===== src/rtl/matrix_loader_if.sv =====
// matrix_loader_if
// Bundles the descriptor handshake, the element byte stream and the
// registered operand bus that feeds the matrix ALU.
//   master : upstream source of descriptors/bytes, and consumer of operands
//   slave  : the matrix_loader itself
interface matrix_loader_if #(
  parameter int DIM_MAX = 5,
  parameter int ELEM_W  = 8
);
  localparam int MAT_W = DIM_MAX * DIM_MAX * ELEM_W;

  // descriptor channel
  logic              cfg_valid;
  logic              cfg_ready;
  logic [2:0]        op_code_in;
  logic [ELEM_W-1:0] scalar_in;
  logic [2:0]        size_in;

  // element byte stream
  logic              data_valid;
  logic              data_ready;
  logic [ELEM_W-1:0] data_in;

  // operand bus towards the ALU
  logic [2:0]        op_code;
  logic [ELEM_W-1:0] scalar;
  logic [MAT_W-1:0]  matrix_a;
  logic [MAT_W-1:0]  matrix_b;
  logic              start;
  logic              err;

  modport master (
    output cfg_valid, op_code_in, scalar_in, size_in,
    output data_valid, data_in,
    input  cfg_ready, data_ready,
    input  op_code, scalar, matrix_a, matrix_b, start, err
  );

  modport slave (
    input  cfg_valid, op_code_in, scalar_in, size_in,
    input  data_valid, data_in,
    output cfg_ready, data_ready,
    output op_code, scalar, matrix_a, matrix_b, start, err
  );
endinterface


===== src/rtl/matrix_loader.sv =====
// matrix_loader
// Operand front-end for the matrix ALU. Takes one operation descriptor, then
// a row-major stream of signed bytes, and assembles matrix A (and B for
// binary ops) into the ALU's zero-padded DIM_MAX x DIM_MAX packed layout.
// A one-cycle start pulse is issued once all operands are in place; the
// operands then stay stable until the next descriptor is accepted.
//
// Optional feature: define MATRIX_LOADER_CHECKSUM_EN to require one trailing
// XOR checksum byte after each operand (states CHK_A/CHK_B). A mismatching
// checksum aborts the operation with err set and no start.
module matrix_loader #(
  parameter int DIM_MAX = 5,
  parameter int ELEM_W  = 8
) (
  input logic           clk,
  input logic           rst,
  matrix_loader_if.slave bus
);

  localparam int         MAT_W     = DIM_MAX * DIM_MAX * ELEM_W;
  localparam int         IDX_W     = $clog2(MAT_W);
  localparam logic [2:0] DIM_MAX_L = 3'(DIM_MAX);
  localparam logic [2:0] DIM_MIN_L = 3'd2;
  localparam logic [2:0] OP_ILLEGAL = 3'b111;

  typedef enum logic [2:0] {
    IDLE   = 3'd0,
    LOAD_A = 3'd1,
    LOAD_B = 3'd2,
    ISSUE  = 3'd3
`ifdef MATRIX_LOADER_CHECKSUM_EN
    ,
    CHK_A  = 3'd4,
    CHK_B  = 3'd5
`endif
  } state_e;

  state_e             state_q, state_d;
  logic [2:0]         row_q, row_d;
  logic [2:0]         col_q, col_d;
  logic [2:0]         n_q, n_d;
  logic [2:0]         op_q, op_d;
  logic [ELEM_W-1:0]  scalar_q, scalar_d;
  logic [MAT_W-1:0]   mat_a_q, mat_a_d;
  logic [MAT_W-1:0]   mat_b_q, mat_b_d;
  logic               cfg_ready_q, cfg_ready_d;
  logic               data_ready_q, data_ready_d;
  logic               start_q, start_d;
  logic               err_q, err_d;
`ifdef MATRIX_LOADER_CHECKSUM_EN
  logic [ELEM_W-1:0]  xor_q, xor_d;
`endif

  logic               desc_legal;
  logic               is_binary;
  logic               accept_byte;
  logic               last_elem;
  logic               last_col;
  logic [IDX_W-1:0]   elem_base;

  // Descriptor legality, operand count, and stream position decode.
  always_comb begin
    desc_legal  = (bus.op_code_in != OP_ILLEGAL) &&
                  (bus.size_in >= DIM_MIN_L) &&
                  (bus.size_in <= DIM_MAX_L);
    is_binary   = (op_q == 3'b000) || (op_q == 3'b001) || (op_q == 3'b110);
    accept_byte = bus.data_valid && data_ready_q;
    last_col    = (col_q == (n_q - 3'd1));
    last_elem   = last_col && (row_q == (n_q - 3'd1));
    elem_base   = IDX_W'((int'(row_q) * DIM_MAX + int'(col_q)) * ELEM_W);
  end

  // Next-state and next-output logic; every register holds unless told otherwise.
  always_comb begin
    state_d   = state_q;
    row_d     = row_q;
    col_d     = col_q;
    n_d       = n_q;
    op_d      = op_q;
    scalar_d  = scalar_q;
    mat_a_d   = mat_a_q;
    mat_b_d   = mat_b_q;
    err_d     = err_q;
`ifdef MATRIX_LOADER_CHECKSUM_EN
    xor_d     = xor_q;
`endif

    case (state_q)
      IDLE: begin
        if (bus.cfg_valid) begin
          if (desc_legal) begin
            op_d     = bus.op_code_in;
            scalar_d = bus.scalar_in;
            n_d      = bus.size_in;
            mat_a_d  = '0;
            mat_b_d  = '0;
            err_d    = 1'b0;
            row_d    = 3'd0;
            col_d    = 3'd0;
`ifdef MATRIX_LOADER_CHECKSUM_EN
            xor_d    = '0;
`endif
            state_d  = LOAD_A;
          end else begin
            err_d = 1'b1;
          end
        end
      end

      LOAD_A, LOAD_B: begin
        if (accept_byte) begin
          if (state_q == LOAD_A) begin
            mat_a_d[elem_base +: ELEM_W] = bus.data_in;
          end else begin
            mat_b_d[elem_base +: ELEM_W] = bus.data_in;
          end
`ifdef MATRIX_LOADER_CHECKSUM_EN
          xor_d = xor_q ^ bus.data_in;
`endif
          if (last_elem) begin
            row_d = 3'd0;
            col_d = 3'd0;
`ifdef MATRIX_LOADER_CHECKSUM_EN
            state_d = (state_q == LOAD_A) ? CHK_A : CHK_B;
`else
            state_d = ((state_q == LOAD_A) && is_binary) ? LOAD_B : ISSUE;
`endif
          end else if (last_col) begin
            col_d = 3'd0;
            row_d = row_q + 3'd1;
          end else begin
            col_d = col_q + 3'd1;
          end
        end
      end

`ifdef MATRIX_LOADER_CHECKSUM_EN
      CHK_A, CHK_B: begin
        if (accept_byte) begin
          xor_d = '0;
          if (bus.data_in == xor_q) begin
            state_d = ((state_q == CHK_A) && is_binary) ? LOAD_B : ISSUE;
          end else begin
            err_d   = 1'b1;
            state_d = IDLE;
          end
        end
      end
`endif

      ISSUE: begin
        state_d = IDLE;
      end

      default: begin
        state_d = IDLE;
      end
    endcase

    cfg_ready_d  = (state_d == IDLE);
    start_d      = (state_d == ISSUE);
    data_ready_d = (state_d == LOAD_A) || (state_d == LOAD_B)
`ifdef MATRIX_LOADER_CHECKSUM_EN
                   || (state_d == CHK_A) || (state_d == CHK_B)
`endif
                   ;
  end

  // State and output registers; reset wins over any in-flight load.
  always_ff @(posedge clk) begin
    if (!rst) begin
      state_q      <= IDLE;
      row_q        <= 3'd0;
      col_q        <= 3'd0;
      n_q          <= 3'd0;
      op_q         <= 3'd0;
      scalar_q     <= '0;
      mat_a_q      <= '0;
      mat_b_q      <= '0;
      cfg_ready_q  <= 1'b1;
      data_ready_q <= 1'b0;
      start_q      <= 1'b0;
      err_q        <= 1'b0;
`ifdef MATRIX_LOADER_CHECKSUM_EN
      xor_q        <= '0;
`endif
    end else begin
      state_q      <= state_d;
      row_q        <= row_d;
      col_q        <= col_d;
      n_q          <= n_d;
      op_q         <= op_d;
      scalar_q     <= scalar_d;
      mat_a_q      <= mat_a_d;
      mat_b_q      <= mat_b_d;
      cfg_ready_q  <= cfg_ready_d;
      data_ready_q <= data_ready_d;
      start_q      <= start_d;
      err_q        <= err_d;
`ifdef MATRIX_LOADER_CHECKSUM_EN
      xor_q        <= xor_d;
`endif
    end
  end

  assign bus.cfg_ready  = cfg_ready_q;
  assign bus.data_ready = data_ready_q;
  assign bus.op_code    = op_q;
  assign bus.scalar     = scalar_q;
  assign bus.matrix_a   = mat_a_q;
  assign bus.matrix_b   = mat_b_q;
  assign bus.start      = start_q;
  assign bus.err        = err_q;

endmodule


===== src/flat_wrapper.sv =====
// flat-port wrapper written by rule: the top's interface ports become plain ports
module matrix_loader_flat 
#(
  parameter int DIM_MAX = 5,
  parameter int ELEM_W  = 8
)
  (clk, rst, bus_cfg_valid, bus_op_code_in, bus_scalar_in, bus_size_in, bus_data_valid, bus_data_in, bus_cfg_ready, bus_data_ready, bus_op_code, bus_scalar, bus_matrix_a, bus_matrix_b, bus_start, bus_err);
  matrix_loader_if #(.DIM_MAX(DIM_MAX), .ELEM_W(ELEM_W)) bus_i ();
  input logic clk;
  input logic rst;
  input wire logic [$bits(bus_i.cfg_valid)-1:0] bus_cfg_valid;
  input wire logic [$bits(bus_i.op_code_in)-1:0] bus_op_code_in;
  input wire logic [$bits(bus_i.scalar_in)-1:0] bus_scalar_in;
  input wire logic [$bits(bus_i.size_in)-1:0] bus_size_in;
  input wire logic [$bits(bus_i.data_valid)-1:0] bus_data_valid;
  input wire logic [$bits(bus_i.data_in)-1:0] bus_data_in;
  output wire logic [$bits(bus_i.cfg_ready)-1:0] bus_cfg_ready;
  output wire logic [$bits(bus_i.data_ready)-1:0] bus_data_ready;
  output wire logic [$bits(bus_i.op_code)-1:0] bus_op_code;
  output wire logic [$bits(bus_i.scalar)-1:0] bus_scalar;
  output wire logic [$bits(bus_i.matrix_a)-1:0] bus_matrix_a;
  output wire logic [$bits(bus_i.matrix_b)-1:0] bus_matrix_b;
  output wire logic [$bits(bus_i.start)-1:0] bus_start;
  output wire logic [$bits(bus_i.err)-1:0] bus_err;
  assign bus_i.cfg_valid = bus_cfg_valid;
  assign bus_i.op_code_in = bus_op_code_in;
  assign bus_i.scalar_in = bus_scalar_in;
  assign bus_i.size_in = bus_size_in;
  assign bus_i.data_valid = bus_data_valid;
  assign bus_i.data_in = bus_data_in;
  assign bus_cfg_ready = bus_i.cfg_ready;
  assign bus_data_ready = bus_i.data_ready;
  assign bus_op_code = bus_i.op_code;
  assign bus_scalar = bus_i.scalar;
  assign bus_matrix_a = bus_i.matrix_a;
  assign bus_matrix_b = bus_i.matrix_b;
  assign bus_start = bus_i.start;
  assign bus_err = bus_i.err;
  matrix_loader #(.DIM_MAX(DIM_MAX), .ELEM_W(ELEM_W)) u_core (.clk(clk), .rst(rst), .bus(bus_i));
endmodule

===== config.mk =====
export PLATFORM = sky130hd
export DESIGN_NAME = matrix_loader_flat
export DESIGN_NICKNAME = d
export VERILOG_FILES = /design/src/rtl/matrix_loader_if.sv /design/src/rtl/matrix_loader.sv /design/src/flat_wrapper.sv
export SDC_FILE = /design/constraint.sdc
export NUM_CORES = 1
export LEC_CHECK = 0
export CORE_MARGIN = 3
export CORE_UTILIZATION = 43
export CTS_CLUSTER_SIZE = 16
export DETAILED_ROUTE_END_ITERATION = 7
export GPL_TIMING_DRIVEN = 0
export PLACE_DENSITY = 0.71
export REMOVE_ABC_BUFFERS = 1
export SYNTH_ARGS = -nofsm -noshare
export SYNTH_HDL_FRONTEND = slang
export SYNTH_SLANG_ARGS = --single-unit

===== constraint.sdc =====
create_clock -name clk -period 9.8 [get_ports clk]
set_clock_uncertainty 0.2 [all_clocks]
set_input_delay 1.96 -clock clk [delete_from_list [all_inputs] [get_ports clk]]
set_output_delay 1.96 -clock clk [all_outputs]
set_load 0.1 [all_outputs]

==> run metrics <==
P_sw=approximately 0.00086 W; DRT antenna net count=0; Cell Area, Synth=16600 um^2; Root Driver=clkbuf_16; register share of total power=47.7%; initial antenna violation count=0; Reg2Reg Depth=9; GRT Util Overall=between 20% and 30%; worst-path maximum fanout=73; post-synthesis mux area share=0.272%; Die ar.=slightly above 40000 um^2; final WL=62900 um; worst-margin pin slew=between 1 and 1.5 ns; LEAKAGE=7.48 nW; CP Data Required Time=around 10 ns; Critical Path Max Stage Delay=1.04 ns; Net Sw Frac=23.4%; sequential share of the synthesized area=51.6%; Gate Count Post-Synth=approximately 1800; clock-pin slew on the worst setup and hold paths=0.06 ns; CP max stage cell=and3_1; Layout area overhead=37.7%; worst setup path endpoint=u_core.bus.matrix_a[190]$_SDFFE_PN0P_; DR WL/cell=23.4 um; CTS tree=built; Rows=71; DRC viols=0; fin crit share=60.4%; CTS Buf Count=45; startpoint types=input pin; Worst path depth=7; Max rail drop VDD=roughly 0.00013 V; 1st-iter DRT viols=approximately 1200; # setup viols final=0; Post-Synth Adder-Cell Area=under 10%; Top Family by Delay on Critical Path=simple AND/OR/NAND/NOR gates; Compound-Gate Fraction of Synth Area=27.6%; Initial Util=~44%; Nets=roughly 2200; num ports=441; Hold Slack=about 0.25 ns; crit path from=bus_cfg_valid; status=finished, final reports clean; RR Startpoint=u_core.row_q[0]$_SDFFE_PN0P_; Final Instance Count excl. Fillers=2691; clock share of power=between 40% and 50%; Clock Sinks=427; Worst R2R End=u_core.bus.matrix_b[147]$_SDFFE_PN0P_; via count=~16000; Worst slew margin=1.15%; worst hold path type=register to register; CTS Buffer Depth=3; Die Wd=202 um; Arr. time, crit path=6.22 ns; worst slack, placed=approximately 3.4 ns; Post-CTS Setup Repair Bufs=0; final setup margin=3.88 ns; main combinational cell family by area after synthesis=compound AO/OA/AOI/OAI gates; first-pass GRT wire length=94200 um; Pre-Repair DR Iteration Count=8; commonest non-fill, non-tap cell in the layout=clkdlybuf4s50_1; Synth Area in Simple Gates=13.9%; number of global-route vias before repair=15400; EDFF count, synth=0; Slew Limit Fails=0; DP HPWL=43000 um; input/output buffers=440; share of cells above drive strength 1=7.06%; Worst Path Buf+Inv=1; Die Ht=202 um; crit path cell chain=clkdlybuf4s50_1 -> nor4b_2 -> and3_1 -> o22a_4 -> nand2_1 -> nor2_1 -> a32o_1; largest net degree at the start of global routing=92; RSZ-0062 raised after global routing=false; Yosys warnings=0; Cell variety after synth=70; Max Cap Viol=0; Final Critical Period=5.92 ns; global route overflow=0; post_cts resized=0; Synth Area in XOR/XNOR=less than 1%; H-tree Lvls=2; gp weighted congestion=0.903; ys flop type=dfxtp_1; final hold vios=0; Via density=about 6; FF-to-FF setup slack=4.91 ns; clk_lat worst skew=0.56 ns; Internal Pwr Total=roughly 0.0028 W; Comb power frac=4.9%; Crit. End Element=register; CORE AREA=approximately 38000 um^2; Cells after DPL=2612; Avg Synthesized Cell Area=9.27 um^2; PwrDens=160 nW/um^2; Antenna Cells=0; post-synthesis sequential element count=427; Hold Buf Count CTS=0; highest-count cells in the layout ignoring fill and taps=435 x clkdlybuf4s50_1, 427 x dfxtp_1, 193 x nand2_1; crit path kind=input pin to register; fmax=169 MHz; fraction of registers with async set/reset=0%
[sequential cells by signal, indices dropped and copies added, names as in the netlist]
register               cells
u_core.bus.op_code         3
u_core.state_q             3
u_core.bus.err             1
u_core.bus.start           1
u_core.bus.data_ready      1
u_core.bus.matrix_a      200
u_core.col_q               3
u_core.row_q               3
u_core.bus.scalar          8
u_core.bus.matrix_b      200
u_core.bus.cfg_ready       1
u_core.n_q                 3
[power groups by stage]
stage	Sequential, W	Combinational (W)	Clock [W]
global placement	0.00178	0.000169	0
CTS	0.00174	0.000178	0.00175
floorplan	0.00180	0.0000724	0
detailed placement	0.00178	0.000178	0
global route	0.00174	0.000189	0.00182
finish	0.00174	0.000180	0.00173
[layer usage]
layer	GRT usage (%)	part of all wire (%)
met1	37.3	41
met2	47.5	46
met3	7.92	8.9
met4	12.1	4.1
met5	0	0
[cells in the mapped netlist, types with 3 or more instances]
master / n / area [um^2]
a2111oi_0: 10 / 87.6
a21o_1: 3 / 22.5
a21oi_1: 90 / 450
a21oi_2: 10 / 87.6
a22o_1: 39 / 342
a22oi_1: 49 / 368
a31oi_1: 20 / 125
a32o_1: 50 / 500
a32oi_1: 33 / 289
a41oi_1: 10 / 87.6
and2_1: 32 / 200
and3_1: 19 / 119
buf_1: 7 / 26.3
buf_2: 24 / 120
clkbuf_1: 103 / 387
dfxtp_1: 427 / 8550
ha_1: 12 / 150
inv_1: 71 / 267
nand2_1: 194 / 728
nand2b_1: 4 / 25.0
nand3_1: 58 / 290
nor2_1: 124 / 465
nor2b_1: 5 / 31.3
nor3_1: 7 / 35.0
nor3_2: 12 / 120
o21a_1: 23 / 173
o21ai_0: 50 / 250
o21ai_1: 78 / 390
o22ai_1: 66 / 413
o2bb2ai_1: 32 / 280
o31ai_1: 5 / 37.5
o32a_1: 48 / 480
or2_0: 4 / 25.0
or2_2: 14 / 87.6
xnor2_1: 6 / 52.6
xor2_1: 4 / 35.0
[through the flow]
stage	power, W	setup TNS, ns	util (%)	instance area (um^2)
after global placement	0.00195	-1073.93	55.7	21100
after global routing	0.00375	0	60.3	22800
final	0.00365	0	60.3	22800
after detailed placement	0.00196	0	56.3	21300
after CTS	0.00367	0	60.3	22800
after floorplan	0.00187	0	-	16000
[cells by family (layout without fill, tap and decap cells)]
| kind of cell | after synthesis | after routing |
|---|---|---|
| mux | 4 | 4 |
| fa+ha+maj | 13 | 13 |
| simple gates | 492 | 492 |
| xor+xnor | 12 | 12 |
| flops | 427 | 427 |
| buf+inv | 207 | 600 |
| compound gates | 631 | 631 |
| other cells | 1 | 1 |
[worst min path at each step]
stage | startpoint | end | slack [ns] | cells after the start
after global routing | u_core.bus.matrix_b[150]$_SDFFE_PN0P_ | u_core.bus.matrix_b[150]$_SDFFE_PN0P_ | 0.27 | 2
final | u_core.bus.matrix_b[148]$_SDFFE_PN0P_ | u_core.bus.matrix_b[148]$_SDFFE_PN0P_ | 0.25 | 2
after global placement | u_core.bus.matrix_b[148]$_SDFFE_PN0P_ | u_core.bus.matrix_b[148]$_SDFFE_PN0P_ | 0.24 | 2
after CTS | u_core.bus.matrix_b[148]$_SDFFE_PN0P_ | u_core.bus.matrix_b[148]$_SDFFE_PN0P_ | 0.25 | 2
after floorplan | u_core.n_q[1]$_SDFFE_PN0P_ | u_core.n_q[1]$_SDFFE_PN0P_ | 0.25 | 2
after detailed placement | u_core.bus.matrix_b[151]$_SDFFE_PN0P_ | u_core.bus.matrix_b[151]$_SDFFE_PN0P_ | 0.24 | 2
[cell type report]
cell class                      count  area (um^2)
Multi-Input combinational cell   1153         7260
Inverter                           71          272
Sequential cell                   427         8550
Clock inverter                     24          268
Timing Repair Buffer              451         4600
Clock buffer                       54         1220
Fill cell                        3258        15000
Tap cell                          511          639
[tightest hold or removal path: cells and delay by family, from the launching register on]
kind / cells / cell delay, ns
flops: 1 / 0.31
simple gates: 1 / 0.05
compound gates: 1 / 0.05
No activity file was read; power rests on OpenSTA's default activity.
